[src/rtl/aes_pkg.sv]
// Shared AES definitions for the key schedule and the cipher core:
// schedule constants, the 32-bit word type, the GF(2^8) doubling and the
// word rotation used by the key expansion.
package aes_pkg;

  localparam int NK = 4;   // key length in 32-bit words (AES-128)
  localparam int NR = 10;  // number of rounds (AES-128)

  typedef logic [31:0] word_t;

  typedef enum logic {
    IDLE,
    RUN
  } state_t;

  // Multiply by x in GF(2^8) modulo x^8 + x^4 + x^3 + x + 1.
  function automatic logic [7:0] xtime(input logic [7:0] b);
    return {b[6:0], 1'b0} ^ (b[7] ? 8'h1b : 8'h00);
  endfunction

  // Cyclic left rotation by one byte: [a,b,c,d] -> [b,c,d,a].
  function automatic word_t rotword(input word_t w);
    return {w[23:0], w[31:24]};
  endfunction

endpackage

[src/rtl/aes_key_expand_if.sv]
// Handshake and data bundle between the AES core (master) and the
// key-schedule stage (slave).
interface aes_key_expand_if;

  logic         start;      // one-cycle pulse: latch key, restart at round 0
  logic [127:0] key;        // cipher key, w0 in [127:96]
  logic         advance;    // current round key consumed, produce the next
  logic [127:0] round_key;  // current round key, same word order as key
  logic [3:0]   round_idx;  // index of round_key, 0..10
  logic         key_valid;  // round_key / round_idx are meaningful
  logic         last;       // key_valid and final round

  modport master (
    output start, key, advance,
    input  round_key, round_idx, key_valid, last
  );

  modport slave (
    input  start, key, advance,
    output round_key, round_idx, key_valid, last
  );

endinterface

[src/rtl/aes_sbox.sv]
// FIPS-197 forward S-box as a purely combinational 256-entry lookup.
// Shared between the key schedule (SubWord) and the cipher core (SubBytes).
module aes_sbox (
  input  logic [7:0] din,
  output logic [7:0] dout
);

  // Entry 0x00 sits in the top byte, entry 0xff in the bottom byte.
  localparam logic [2047:0] LUT = {
    128'h637c777bf26b6fc53001672bfed7ab76,
    128'hca82c97dfa5947f0add4a2af9ca472c0,
    128'hb7fd9326363ff7cc34a5e5f171d83115,
    128'h04c723c31896059a071280e2eb27b275,
    128'h09832c1a1b6e5aa0523bd6b329e32f84,
    128'h53d100ed20fcb15b6acbbe394a4c58cf,
    128'hd0efaafb434d338545f9027f503c9fa8,
    128'h51a3408f929d38f5bcb6da2110fff3d2,
    128'hcd0c13ec5f974417c4a77e3d645d1973,
    128'h60814fdc222a908846eeb814de5e0bdb,
    128'he0323a0a4906245cc2d3ac629195e479,
    128'he7c8376d8dd54ea96c56f4ea657aae08,
    128'hba78252e1ca6b4c6e8dd741f4bbd8b8a,
    128'h703eb5664803f60e613557b986c11d9e,
    128'he1f8981169d98e949b1e87e9ce5528df,
    128'h8ca1890dbfe6426841992d0fb054bb16
  };

  // Entry n lives at bit offset 8*(255-n); 255-n is simply ~n.
  logic [10:0] base;

  assign base = {~din, 3'b000};
  assign dout = LUT[base +: 8];

endmodule

[src/rtl/aes_key_expand.sv]
// AES-128 key schedule, one round key at a time.
// A start pulse loads the cipher key as round key 0; each advance replaces
// the held round key with the next one, so only a single 128-bit key, the
// round counter and the current rcon are ever stored. After round 10 is
// consumed the block returns to IDLE and holds its last outputs.
module aes_key_expand #(
  parameter int NR = 10
) (
  input  logic             clk,
  input  logic             reset,
  aes_key_expand_if.slave  bus
);

  import aes_pkg::*;

  if (NR != aes_pkg::NR) begin : g_nr_check
    $error("aes_key_expand: only NR = 10 (AES-128) is supported");
  end

  localparam logic [3:0] LAST_IDX = 4'(NR);

  state_t       state;
  state_t       state_nxt;
  logic         load;
  logic         step;

  logic [127:0] rk_p0;
  logic [3:0]   idx_p0;
  logic [7:0]   rcon_p0;
  logic         vld_p0;

  word_t        w0, w1, w2, w3;
  word_t        rot;
  word_t        sub;
  word_t        t;
  word_t        n0, n1, n2, n3;

  // ---- combinational next-round-key logic from the held key ----
  assign w0  = rk_p0[127:96];
  assign w1  = rk_p0[95:64];
  assign w2  = rk_p0[63:32];
  assign w3  = rk_p0[31:0];
  assign rot = rotword(w3);

  for (genvar i = 0; i < NK; i++) begin : g_subword
    aes_sbox u_sbox (
      .din  (rot[8*i +: 8]),
      .dout (sub[8*i +: 8])
    );
  end

  assign t  = sub ^ {rcon_p0, 24'h000000};
  assign n0 = w0 ^ t;
  assign n1 = w1 ^ n0;
  assign n2 = w2 ^ n1;
  assign n3 = w3 ^ n2;

  // Next-state decode: start always wins (restart), advance only acts in RUN.
  always_comb begin
    state_nxt = state;
    load      = 1'b0;
    step      = 1'b0;
    case (state)
      IDLE: begin
        if (bus.start) begin
          load      = 1'b1;
          state_nxt = RUN;
        end
      end
      RUN: begin
        if (bus.start) begin
          load = 1'b1;
        end else if (bus.advance) begin
          if (idx_p0 == LAST_IDX) begin
            state_nxt = IDLE;
          end else begin
            step = 1'b1;
          end
        end
      end
      default: state_nxt = IDLE;
    endcase
  end

  // State register.
  always_ff @(posedge clk or posedge reset) begin
    if (reset) begin
      state <= IDLE;
    end else begin
      state <= state_nxt;
    end
  end

  // ---- stage p0: held round key, its index and the rcon for the next round ----
  // Round-key register: reload on start, step forward on advance, else hold.
  always_ff @(posedge clk or posedge reset) begin
    if (reset) begin
      rk_p0   <= '0;
      idx_p0  <= '0;
      rcon_p0 <= 8'h01;
    end else if (load) begin
      rk_p0   <= bus.key;
      idx_p0  <= '0;
      rcon_p0 <= 8'h01;
    end else if (step) begin
      rk_p0   <= {n0, n1, n2, n3};
      idx_p0  <= idx_p0 + 4'd1;
      rcon_p0 <= xtime(rcon_p0);
    end
  end

  assign vld_p0        = (state == RUN);
  assign bus.round_key = rk_p0;
  assign bus.round_idx = idx_p0;
  assign bus.key_valid = vld_p0;
  assign bus.last      = vld_p0 && (idx_p0 == LAST_IDX);

endmodule

[src/flat_wrapper.sv]
// flat-port wrapper written by rule: the top's interface ports become plain ports
module aes_key_expand_flat import aes_pkg::*;
#(
  parameter int NR = 10
)
  (clk, reset, bus_start, bus_key, bus_advance, bus_round_key, bus_round_idx, bus_key_valid, bus_last);
  aes_key_expand_if bus_i ();
  input  logic clk;
  input  logic reset;
  input wire logic [$bits(bus_i.start)-1:0] bus_start;
  input wire logic [$bits(bus_i.key)-1:0] bus_key;
  input wire logic [$bits(bus_i.advance)-1:0] bus_advance;
  output wire logic [$bits(bus_i.round_key)-1:0] bus_round_key;
  output wire logic [$bits(bus_i.round_idx)-1:0] bus_round_idx;
  output wire logic [$bits(bus_i.key_valid)-1:0] bus_key_valid;
  output wire logic [$bits(bus_i.last)-1:0] bus_last;
  assign bus_i.start = bus_start;
  assign bus_i.key = bus_key;
  assign bus_i.advance = bus_advance;
  assign bus_round_key = bus_i.round_key;
  assign bus_round_idx = bus_i.round_idx;
  assign bus_key_valid = bus_i.key_valid;
  assign bus_last = bus_i.last;
  aes_key_expand #(.NR(NR)) u_core (.clk(clk), .reset(reset), .bus(bus_i));
endmodule
[config.mk]
export PLATFORM = sky130hd
export DESIGN_NAME = aes_key_expand_flat
export DESIGN_NICKNAME = d
export VERILOG_FILES = /design/src/rtl/aes_pkg.sv /design/src/rtl/aes_key_expand_if.sv /design/src/rtl/aes_sbox.sv /design/src/rtl/aes_key_expand.sv /design/src/flat_wrapper.sv
export SDC_FILE = /design/constraint.sdc
export NUM_CORES = 1
export LEC_CHECK = 0
export BUFFER_PORTS_ARGS = -buffer_cell sky130_fd_sc_hd__buf_4
export CAP_MARGIN = 5
export CORE_ASPECT_RATIO = 1.25
export CORE_MARGIN = 2
export CORE_UTILIZATION = 28
export CTS_BUF_LIST = sky130_fd_sc_hd__clkbuf_8
export DETAILED_ROUTE_END_ITERATION = 16
export GPL_TIMING_DRIVEN = 1
export MAX_ROUTING_LAYER = met4
export SLEW_MARGIN = 10
export SYNTH_ARGS = -nofsm -noshare
export SYNTH_HDL_FRONTEND = slang
export SYNTH_SLANG_ARGS = --single-unit
[constraint.sdc]
create_clock -name clk -period 3.84 [get_ports clk]
set_input_delay 0.192 -clock clk [delete_from_list [all_inputs] [get_ports clk]]
set_output_delay 0.192 -clock clk [all_outputs]
set_load 0.03 [all_outputs]
Yosys cells after proc, flatten, opt, wreduce, memory -nomap -nowiden --
Cells that the tools add are included.
Operators by class: add/sub/neg operators 1, multipliers 0, divide/modulo/power cells 0, order comparisons 0, equal/unequal tests 1, shifts and indexed selects 4, muxes and demuxes 15, bitwise operators 11, reduce and logical (&&, ||, !) cells 2
Operator list (count):
- indexed part select 2048 x 12 -> 8 bit, first input constant | 4
- two-way mux 128 bit | 2
- bitwise XOR 32 bit | 5
- NOT 8 bit | 4
- two-way mux 8 bit | 2
- two-way mux 4 bit | 2
- bitwise XOR 8 bit | 1
- two-way mux 1 bit | 7
- two-way mux 5 bit | 1
- adder 4 x 1 -> 4 bit, second input constant | 1
- equality test 4 bit, second input constant | 1
- one-hot mux 1 bit (2 select lines) | 1
- nonzero test 2 bit | 1
- logical AND 1 bit | 1
- NOT 1 bit | 1
Storage, ports and cells: register bits after elaboration 141, latch bits 0, RAM bits 0, ROM bits 0, bits of input ports 132, output and inout port bits 134, word-level logic and storage cells 38, memories 0

Logic depth before layout (Yosys ltp) --
depth in word-level cells 9, gate-level depth with buffers 15, mapped depth without buffers 11

By module --
From an unflattened synthesis, not the netlist that was laid out.
Unflattened totals: cell total of the unflattened synthesis 3068, area, all modules 22511.6 um2
Modules (own cells, without submodules):
- aes_sbox | times used 4, cells each 550, area an instance 3533.4 um2, sequential area each 0.0 um2
- aes_key_expand | times used 1, cells each 868, area an instance 8378.0 um2, sequential area each 3529.6 um2

Worst setup path after synthesis --
OpenSTA, ideal clock, no wires.
path type reg2reg, from register u_core.rk_p0[25] (netlist: u_core.bus.round_key[25]), to register u_core.rk_p0[5] (netlist: u_core.bus.round_key[5]), arrival 3.840 ns, path slack -0.082 ns, stages on the path, launching flop included 16, buffers on the path 4, cell sequence dfrtp_1 buf_2 buf_2 inv_1 ha_1 clkbuf_1 buf_2 nand2_1 a21oi_1 a2bb2oi_1 nand3_1 mux4_2 xnor2_1 xor2_1 or3_1 a31oi_1
On the way: word-level cells in the longest chain between the ends 9
Ends and longest elaborated chain:
- from (decl) | line aes_key_expand.sv:27 | logic [127:0] rk_p0;
- from (signal assigned) | line aes_key_expand.sv:102 | rk_p0 <= bus.key;
- from (signal assigned) | line aes_key_expand.sv:106 | rk_p0 <= {n0, n1, n2, n3};
- NOT 8 bit | line aes_sbox.sv:31 | assign base = {~din, 3'b000};
- indexed part select 2048 x 12 -> 8 bit | line aes_sbox.sv:32 | assign dout = LUT[base +: 8];
- bitwise XOR 32 bit | line aes_key_expand.sv:52 | assign t = sub ^ {rcon_p0, 24'h000000};
- bitwise XOR 32 bit | line aes_key_expand.sv:53 | assign n0 = w0 ^ t;
- bitwise XOR 32 bit | line aes_key_expand.sv:54 | assign n1 = w1 ^ n0;
- bitwise XOR 32 bit | line aes_key_expand.sv:55 | assign n2 = w2 ^ n1;
- bitwise XOR 32 bit | line aes_key_expand.sv:56 | assign n3 = w3 ^ n2;
- two-way mux 128 bit | line aes_key_expand.sv:105 | end else if (step) begin
- two-way mux 128 bit | line aes_key_expand.sv:101 | end else if (load) begin
No other way between the ends. The select of a mux whose other input is x is not followed. A chain may end at the register's enable or synchronous reset.

Worst setup path in the final report --
from register u_core.rk_p0[3] (netlist: u_core.bus.round_key[3]), to register u_core.rk_p0[9] (netlist: u_core.bus.round_key[9])
Same word-level chain as after synthesis.

==> results.cfg <==
[cts]
clk_pin_slew_worst_paths_ns = 0.12
cts_max_level = 4
clock_path_buffers = 2
cts_tree = done
cts_sinks = 141
root_buffer = sky130_fd_sc_hd__clkbuf_8
cts_buffers = 17
clkLatencyLatePin_ns = 0.57

[logic_synthesis]
main_combinational_cell_family_by_area_after_synthesis = compound AO/OA/AOI/OAI gates
post_synth_main_area_contributors = sky130_fd_sc_hd__dfrtp_1 (15%), sky130_fd_sc_hd__o21ai_0 (5.4%), sky130_fd_sc_hd__xnor2_1 (5.3%), sky130_fd_sc_hd__nand2_1 (5.0%), sky130_fd_sc_hd__a21oi_1 (4.2%)
yosys.cell_count.top_type = sky130_fd_sc_hd__nand2_1
synth.mux.area_fraction = 0.0580
synth_commonest_cells = sky130_fd_sc_hd__nand2_1 (304), sky130_fd_sc_hd__o21ai_0 (250), sky130_fd_sc_hd__nor2_1 (208)
yosys.area.top_type = sky130_fd_sc_hd__dfrtp_1
synth_area_in_compound_gates = 0.329
synthesis.nets = 3326
synth_xor_xnor_area_share = 0.0876
syn-cell-area_um2 = 23000
simple_gate_fraction_of_synth_area = 0.252
synth_enable_flop_cells = 0
gate_count_post_synth = 3132
yosys_warning_count = 0
synth_seq_cells = 141
synth_seq_area_share = 0.154
yosys_most_used_dff = sky130_fd_sc_hd__dfrtp_1
avgSynthCellArea_um2 = 7.33
netlist-cell-type-count = 108
synth_top_area_share = 0.153
yosys.area_share.adder = 0.0338
async_reset_ff_frac = 1.00

[placement]
io_buffers = 265
globalplace.congestion = 1.08
place_ws_ns = 0.0749
post-dp-hpwl_um = 96700

[finish]
fraction_of_final_layout_cells_with_drive_strength_greater_than_1 = 0.240
area_growth_pct = 30.9
post_layout_nets = 3814

[routing]
routed_via_density = 6.19
remaining_drc_errors = 0
drtAntennaViolNets = 0
detailedRoute.firstPassIterationCount = 8
num_vias = 29200
detailedRoute.firstIterationViolations = 3803
wire_per_inst_um = 27.7
drt_wl_total_um = 130000

[die]
starting_density_of_the_core = 0.282
num_io_pins = 266
row_count = 117
die_width_um = 260
floorplan.core_area_um2 = 81400
fp.dieH_um = 324
die_area_um2 = 84300

[timing]
fin_worst_skew_ns = 0.0229
slew-limit-headroom = 0.325
tightestPinTransition_ns = 1.01
max_clock_freq_ghz = 0.264
final.period_utilization = 0.985
timing.final.max_slew_violations = 0
period_minus_slack_ns = 3.78
setup_viol = 0
report.final.hold_viol_count = 0
post-route-worst-setup-slack_ns = 0.0560

[job]
max-cap-violations = 0

[global_routing]
pin_count_of_the_biggest_net_entering_global_routing = 198
overflow = 0
vias_in_the_first_global_route = 27900
globalRouteTotalUtil = 0.308
wire_length_of_the_first_global_routing_pass_um = 189000
grt_antenna_before_repair = 4

[setup_path]
r2r-start = u_core.bus.round_key[3]$_DFFE_PP0P_
reg2regPathDepth = 12
critPathMaxFanout = 25
arrival_ns = 4.23
r2r-end = u_core.bus.round_key[9]$_DFFE_PP0P_
type_of_element_capturing_the_critical_path = flip-flop
crit_start_category = flip-flop
critical_path_class = reg -> reg
reg2reg_slack_ns = 0.06
critPathRequiredTime_ns = 4.29

[hold_path]
min-delay-start = bus_key[24]
holdPathStages = 4
worst_hold_path_ep = u_core.bus.round_key[24]$_DFFE_PP0P_
hold_path_class = in -> reg

[status]
outcome = completed
## cells in the final DEF (no fill, tap or decap), types with 22 or more instances in the layout
master	count
sky130_fd_sc_hd__buf_4	642
sky130_fd_sc_hd__nand2_1	304
sky130_fd_sc_hd__o21ai_0	249
sky130_fd_sc_hd__nor2_1	208
sky130_fd_sc_hd__a21oi_1	193
sky130_fd_sc_hd__xnor2_1	135
sky130_fd_sc_hd__dlygate4sd3_1	135
sky130_fd_sc_hd__dfrtp_1	125
sky130_fd_sc_hd__nand3_1	102
sky130_fd_sc_hd__nand2b_1	100
sky130_fd_sc_hd__nor3_1	90
sky130_fd_sc_hd__nor2b_1	78
sky130_fd_sc_hd__o211ai_1	69
sky130_fd_sc_hd__a211oi_1	62
sky130_fd_sc_hd__ha_1	61
sky130_fd_sc_hd__xor2_1	58
sky130_fd_sc_hd__a31oi_1	52
sky130_fd_sc_hd__a311oi_1	47
sky130_fd_sc_hd__o311ai_0	45
sky130_fd_sc_hd__buf_12	40
sky130_fd_sc_hd__mux2i_1	36
sky130_fd_sc_hd__and2_1	36
sky130_fd_sc_hd__inv_1	35
sky130_fd_sc_hd__mux4_2	32
sky130_fd_sc_hd__or3_1	30
sky130_fd_sc_hd__and3_1	27
sky130_fd_sc_hd__a211o_1	24
sky130_fd_sc_hd__a21o_1	22
## worst max-delay path by stage
stage          slack, ns  cells after the start                                start                                   end
3_3_place_gp       -0.04                     12  u_core.bus.round_key[3]$_DFFE_PP0P_   u_core.bus.round_key[9]$_DFFE_PP0P_
3_5_place_dp        0.07                     14  u_core.bus.round_key[9]$_DFFE_PP0P_  u_core.bus.round_key[23]$_DFFE_PP0P_
2_1_floorplan       0.05                     14  u_core.bus.round_key[9]$_DFFE_PP0P_  u_core.bus.round_key[18]$_DFFE_PP0P_
5_1_grt          -0.0002                     14  u_core.bus.round_key[8]$_DFFE_PP0P_  u_core.bus.round_key[55]$_DFFE_PP0P_
4_1_cts             0.04                     14  u_core.bus.round_key[9]$_DFFE_PP0P_  u_core.bus.round_key[23]$_DFFE_PP0P_
6_report            0.06                     12  u_core.bus.round_key[3]$_DFFE_PP0P_   u_core.bus.round_key[9]$_DFFE_PP0P_
## routing by layer
layer	global-route usage	up-vias	share of wire
li1	-	12700	-
met1	0.379	14000	0.39
met2	0.483	1961	0.45
met3	0.0371	515	0.084
met4	0.185	0	0.071
met5	-	-	0
## flip-flops by register name, summed over array words and instances (netlist names)
| name | count |
|---|---|
| u_core.bus.key_valid | 1 |
| u_core.bus.round_idx | 4 |
| u_core.bus.round_key | 128 |
| u_core.rcon_p0 | 8 |
## through the flow
stage | util | instance area [µm²] | setup TNS, ns | hold WS [ns] | instances
finish | 0.369 | 30100 | 0 | 0.151 | 4707
global placement | 0.347 | 28200 | -0.0433 | 0.258 | 4536
global route | 0.369 | 30100 | -0.000238 | 0.0860 | 4707
floorplan | - | 23000 | 0 | 0.309 | 3132
CTS | 0.368 | 30000 | 0 | 0.0580 | 4703
detailed placement | 0.347 | 28200 | 0 | 0.270 | 4536
## area by class of cell
| cell class | count | area (µm²) |
|---|---|---|
| tap | 1071 | 1340 |
| clock buffer | 17 | 234 |
| inverter | 53 | 204 |
| timing repair buffer | 819 | 7000 |
| clock inverter | 15 | 165 |
| sequential | 141 | 3560 |
| multi-input combinational | 2588 | 17500 |
| fill | 8548 | 51300 |
| antenna | 3 | 7.51 |
## worst max-delay path, stage by stage (launching register included)
cell,delay [ns]
sky130_fd_sc_hd__dfrtp_4,0.65
sky130_fd_sc_hd__buf_12,0.22
sky130_fd_sc_hd__buf_4,0.19
sky130_fd_sc_hd__nor2b_1,0.41
sky130_fd_sc_hd__nor3_1,0.12
sky130_fd_sc_hd__o311ai_0,0.37
sky130_fd_sc_hd__a21oi_1,0.22
sky130_fd_sc_hd__a311oi_4,0.40
sky130_fd_sc_hd__xnor2_1,0.20
sky130_fd_sc_hd__xnor2_2,0.28
sky130_fd_sc_hd__buf_4,0.19
sky130_fd_sc_hd__a211oi_1,0.07
sky130_fd_sc_hd__a311o_1,0.30
## cells by family (layout without fill, tap and decap cells)
kind of cell / Yosys count / in the layout
buf+inv: 403 / 904
compound gates: 1087 / 1087
other cells: 0 / 3
fa+ha+maj: 62 / 62
mux: 90 / 90
xor+xnor: 209 / 209
simple gates: 1140 / 1140
flops: 141 / 141
## timing repair
item                       in CTS  in global routing
hold buffers                  135                  0
setup endpoints to repair       0                 10
gates resized for setup         0                 13
hold endpoints to repair      141                  0
buffers inserted                0                  1
Power is left out: the tool's default activity adds up to more than one toggle a clock period on the data nets, which glitch-free logic cannot reach.
